<file path="src/rtl/dff_syn_pkg.sv">
// Shared constants and types for the dff_syn retiming register.
// The SVA checks are compiled in only when DFF_SYN_ASSERT_EN is defined.
package dff_syn_pkg;

  localparam int unsigned DFF_SYN_MAX_DEPTH = 7;
  localparam int unsigned DFF_SYN_DEF_WIDTH = 8;

  typedef logic [DFF_SYN_DEF_WIDTH-1:0] dff_syn_word_t;

endpackage

</file>
<file path="src/rtl/dff_syn_stage.sv">
// One WIDTH-bit register stage with synchronous active-high clear to RESET_VAL.
module dff_syn_stage
  import dff_syn_pkg::*;
#(
  parameter int unsigned          WIDTH     = DFF_SYN_DEF_WIDTH,
  parameter logic [WIDTH-1:0]     RESET_VAL = '0
) (
  input  logic             clk,
  input  logic             reset,
  input  logic [WIDTH-1:0] d,
  output logic [WIDTH-1:0] q
);

  always_ff @(posedge clk) begin
    if (reset) q <= RESET_VAL;
    else       q <= d;
  end

endmodule

</file>
<file path="src/rtl/dff_syn.sv">
// Parameterizable synchronous-reset delay line: DEPTH chained register stages.
// Defining DFF_SYN_ASSERT_EN compiles in SVA checks; function is unchanged.
module dff_syn
  import dff_syn_pkg::*;
#(
  parameter int unsigned      WIDTH     = DFF_SYN_DEF_WIDTH,
  parameter int unsigned      DEPTH     = 1,
  parameter logic [WIDTH-1:0] RESET_VAL = '0
) (
  input  logic             clk,
  input  logic             reset,
  input  logic [WIDTH-1:0] d,
  output logic [WIDTH-1:0] q
);

  logic [WIDTH-1:0] stage_in  [DEPTH];
  logic [WIDTH-1:0] stage_out [DEPTH];

  assign stage_in[0] = d;

  // Each stage feeds the next; q is the last stage register itself.
  for (genvar i = 0; i < DEPTH; i++) begin : g_stage
    if (i > 0) begin : g_link
      assign stage_in[i] = stage_out[i-1];
    end
    dff_syn_stage #(
      .WIDTH     (WIDTH),
      .RESET_VAL (RESET_VAL)
    ) u_stage (
      .clk   (clk),
      .reset (reset),
      .d     (stage_in[i]),
      .q     (stage_out[i])
    );
  end

  assign q = stage_out[DEPTH-1];

`ifdef DFF_SYN_ASSERT_EN
  if (DEPTH < 1 || DEPTH > DFF_SYN_MAX_DEPTH) begin : g_depth_chk
    $error("dff_syn: DEPTH out of range");
  end

  logic seen_reset;

  always_ff @(posedge clk) begin
    if (reset) seen_reset <= 1'b1;
    else if (seen_reset !== 1'b1) seen_reset <= 1'b0;
  end

  a_reset_val: assert property (@(posedge clk) reset |=> (q == RESET_VAL));

  a_delay: assert property (@(posedge clk) (!reset) [*DEPTH] |=> (q == $past(d, DEPTH)));

  a_no_x: assert property (@(posedge clk) (seen_reset === 1'b1) |-> !$isunknown(q));
`endif

endmodule

</file>
<file path="config.mk">
export PLATFORM = sky130hd
export DESIGN_NAME = dff_syn
export DESIGN_NICKNAME = d
export VERILOG_FILES = /design/src/rtl/dff_syn_pkg.sv /design/src/rtl/dff_syn_stage.sv /design/src/rtl/dff_syn.sv
export SDC_FILE = /design/constraint.sdc
export NUM_CORES = 1
export LEC_CHECK = 0
export CAP_MARGIN = 20
export CORE_AREA = 2 2 39 41
export DETAILED_ROUTE_END_ITERATION = 10
export DIE_AREA = 0 0 41 43
export PLACE_DENSITY = 0.55
export SYNTH_ARGS = -nofsm -noshare
export SYNTH_HDL_FRONTEND = slang
export SYNTH_SLANG_ARGS = --single-unit
</file>
<file path="constraint.sdc">
create_clock -name clk -period 1.3 [get_ports clk]
set_clock_uncertainty 0.1 [all_clocks]
set_input_delay 0.26 -clock clk [delete_from_list [all_inputs] [get_ports clk]]
set_output_delay 0.26 -clock clk [all_outputs]
set_load 0.05 [all_outputs]
</file>
Word-level counts from Yosys, hierarchy flattened
Index checks and enable logic that the tools add are counted.
{"block": "totals", "reg_bits": 8, "out_inout_bits": 8, "elab_cells": 1}

Depth between registers and ports, before layout
{"block": "logic_depth", "word_depth": 0, "mapped_depth": 1, "ltp_nobuf": 1}

Worst setup path before layout
No wires, ideal clock.
{"block": "synth_path", "path_kind": "register to output", "startpoint": "reg g_stage[0].u_stage.q[0]", "endpoint": "out q[0]", "t_arrival_ns": 0.587, "path_slack_ns": 0.353, "path_stages_with_launch": 1, "cell_sequence": "dfxtp_1"}
{"item": "start: declaration", "line_no": "dff_syn_stage.sv:11", "source": "output logic [WIDTH-1:0] q"}
{"item": "start signal: assignment", "line_no": "dff_syn_stage.sv:15", "source": "if (reset) q <= RESET_VAL;"}
{"item": "start signal: assignment", "line_no": "dff_syn_stage.sv:16", "source": "else q <= d;"}
{"item": "end: declaration", "line_no": "dff_syn.sv:13", "source": "output logic [WIDTH-1:0] q"}
No word-level cell between the ends.

Final worst setup path
{"block": "layout_path", "startpoint": "reg g_stage[0].u_stage.q[2]", "endpoint": "out q[2]"}
No word-level cell between the ends.

==> key figures <==
Finish
  – Final Core Density: 0.3635
  – Fin nets: between 40 and 50
  – Most common cell after layout, fill and taps aside: clkdlybuf4s50_1
  – Finished Cell Area: between 500 and 600 um2
  – Top flop regs: g_stage.u_stage.q (8)
  – Layout cells sized above 1: 0.3056
  – N_diodes: 0
  – Max reg flops: 8
  – Largest reg by FF count: g_stage.u_stage.q
  – Layout area overhead: 139.3%
  – Most frequent cells in the layout: clkdlybuf4s50_1, nor2b_1, dfxtp_1, buf_12, clkbuf_4

Power
  – Comb pwr share: 0.232
  – LEAKAGE: approximately 0.0002 uW
  – Overall power: ~580 uW
  – Switching share of total power: 0.2451
  – Max IR drop VDD: ~0.42 mV
  – P_int: around 440 uW
  – Sequential fraction of design power: 0.461
  – Cell Pwr Density: ~1200 nW/um2
  – Psw: 143.4 uW
  – Clock power frac: 0.307

Place
  – Area after DPL: 480.5 um2
  – Port-buffer cells: 17
  – Placer's final routability congestion estimate: approximately 0.64

Timing
  – Crit share post-route: 0.8563
  – Setup TNS: 0 ps
  – Achievable Freq: 898.3 MHz
  – Final worst path period need: around 1100 ps
  – Final setup violation count: 0
  – Relative slew slack: 0.8440
  – Min Hold Slack: approximately 460 ps
  – RSZ-0062 raised after global routing: false
  – Final Hold Vio Count: 0
  – Worst-Margin Slew: 233.3 ps
  – Final Max Tran Viols: 0

Global route
  – GRT Util Overall: 0.05550
  – Gr ovfl total: 0
  – Largest net degree at the start of global routing: 9
  – Initial antenna violation count: 0
  – First-pass GRT wire length: between 500 and 600 um
  – Vias in the first global route: between 150 and 200

Clock tree
  – Clock Pin Slew Worst Setup and Hold Paths: approximately 50 ps
  – CTS tree: done
  – Hold buffer count at cts: 0
  – Clock root cell: clkbuf_4
  – Clock Path Buffers: 2
  – CTS buffer count: 3
  – H-tree depth: 1
  – CTS resizes: 0
  – Post-CTS Setup Repair Bufs: 0
  – Num Clock Sinks: 8

Route
  – DRT iter0 DRCs: 0
  – Vias post-DR: 160
  – Post-DRT Antenna Nets: 0
  – Routed len/inst: approximately 7.5 um
  – 1st-pass router iterations: 1
  – Routed Wire Length: between 300 and 400 um
  – Vias per cell: about 3
  – # DRC: 0

Floorplan
  – Die area: 1763 um2
  – Die H: between 40 and 50 um
  – Site Rows: 14
  – Core area: around 1400 um2
  – Starting Density: 0.1519
  – Die Width: roughly 40 um
  – Number of I/O pins: 18

Worst setup path
  – Crit path buf inv count: 1
  – Crit path DAT: about 750 ps
  – CP max FO: 1
  – CP startpoint kind: flip-flop
  – CP cell instances: buf_12
  – Data required time of the worst path: 940 ps
  – Crit Path Category: reg2out
  – CP Capture Type: primary output
  – Cell family with most CP delay: flip-flops
  – Slowest CP cell: dfxtp_1
  – Crit-path max cell delay: ~360 ps

Hold path
  – Hold crit path type: in2reg

Synth
  – Mapped cell area: approximately 210 um2
  – Synthesized instance count: 16
  – Syn Nets: 26
  – Register area share after synthesis: 0.7619
  – Synth warn: 0
  – Synthesized flop and latch total: 8
  – Netlist cell types: 2
  – Syn avg cell area: between 10 and 15 um2

Run
  – Max Cap Viol: 0

Run status
  – Status: finished, final reports clean
-- cell usage after synthesis, drive strengths merged --
cell | n | area [um2]
nor2b | 8 | 50.05
dfxtp | 8 | 160.2
-- worst paths after layout --
path / startpoint / to / slack (ps) / depth (start not counted)
max: g_stage[0].u_stage.q[2]$_SDFF_PP0_ / q[2] / 190 / 1
min: d[2] / g_stage[0].u_stage.q[2]$_SDFF_PP0_ / 460 / 2
-- logic make-up (layout without fill, tap and decap cells) --
| logic type | count (synthesis) | in the layout | share of synthesized area |
|---|---|---|---|
| DFF | 8 | 8 | 0.7619 |
| and+or+nand+nor | 8 | 8 | 0.2381 |
| buffers and inverters | 0 | 20 | 0 |
-- per-layer routing --
layer / vias up / routed length [um] / GRT usage
met5: - / 0 / 0
li1: 88 / - / -
met4: 0 / 0 / 0.06000
met2: 18 / 135 / 0.05625
met3: 0 / 61 / 0.03141
met1: 54 / 191 / 0.07190
-- power groups by stage --
stage	sequential [uW]	clock (uW)	combinational, uW
2_1_floorplan	314	0	8.13
3_3_place_gp	275	0	137
3_5_place_dp	275	0	137
4_1_cts	270	185	137
5_1_grt	271	188	142
6_report	270	179	136
-- stage by stage --
stage | cells | setup WS (ps)
after detailed placement | 49 | 125.6
final | 52 | 186.8
after CTS | 52 | 174.5
after global placement | 49 | 141.1
after floorplan | 16 | 352.7
after global routing | 52 | 161.1
-- layout make-up --
type	count	area, um2
Fill cell	139	880.8
Timing Repair Buffer	17	250.2
Multi-Input combinational cell	8	50.05
Clock buffer	3	22.52
Sequential cell	8	160.2
Tap cell	16	20.02
No activity file was read; power rests on OpenSTA's default activity.
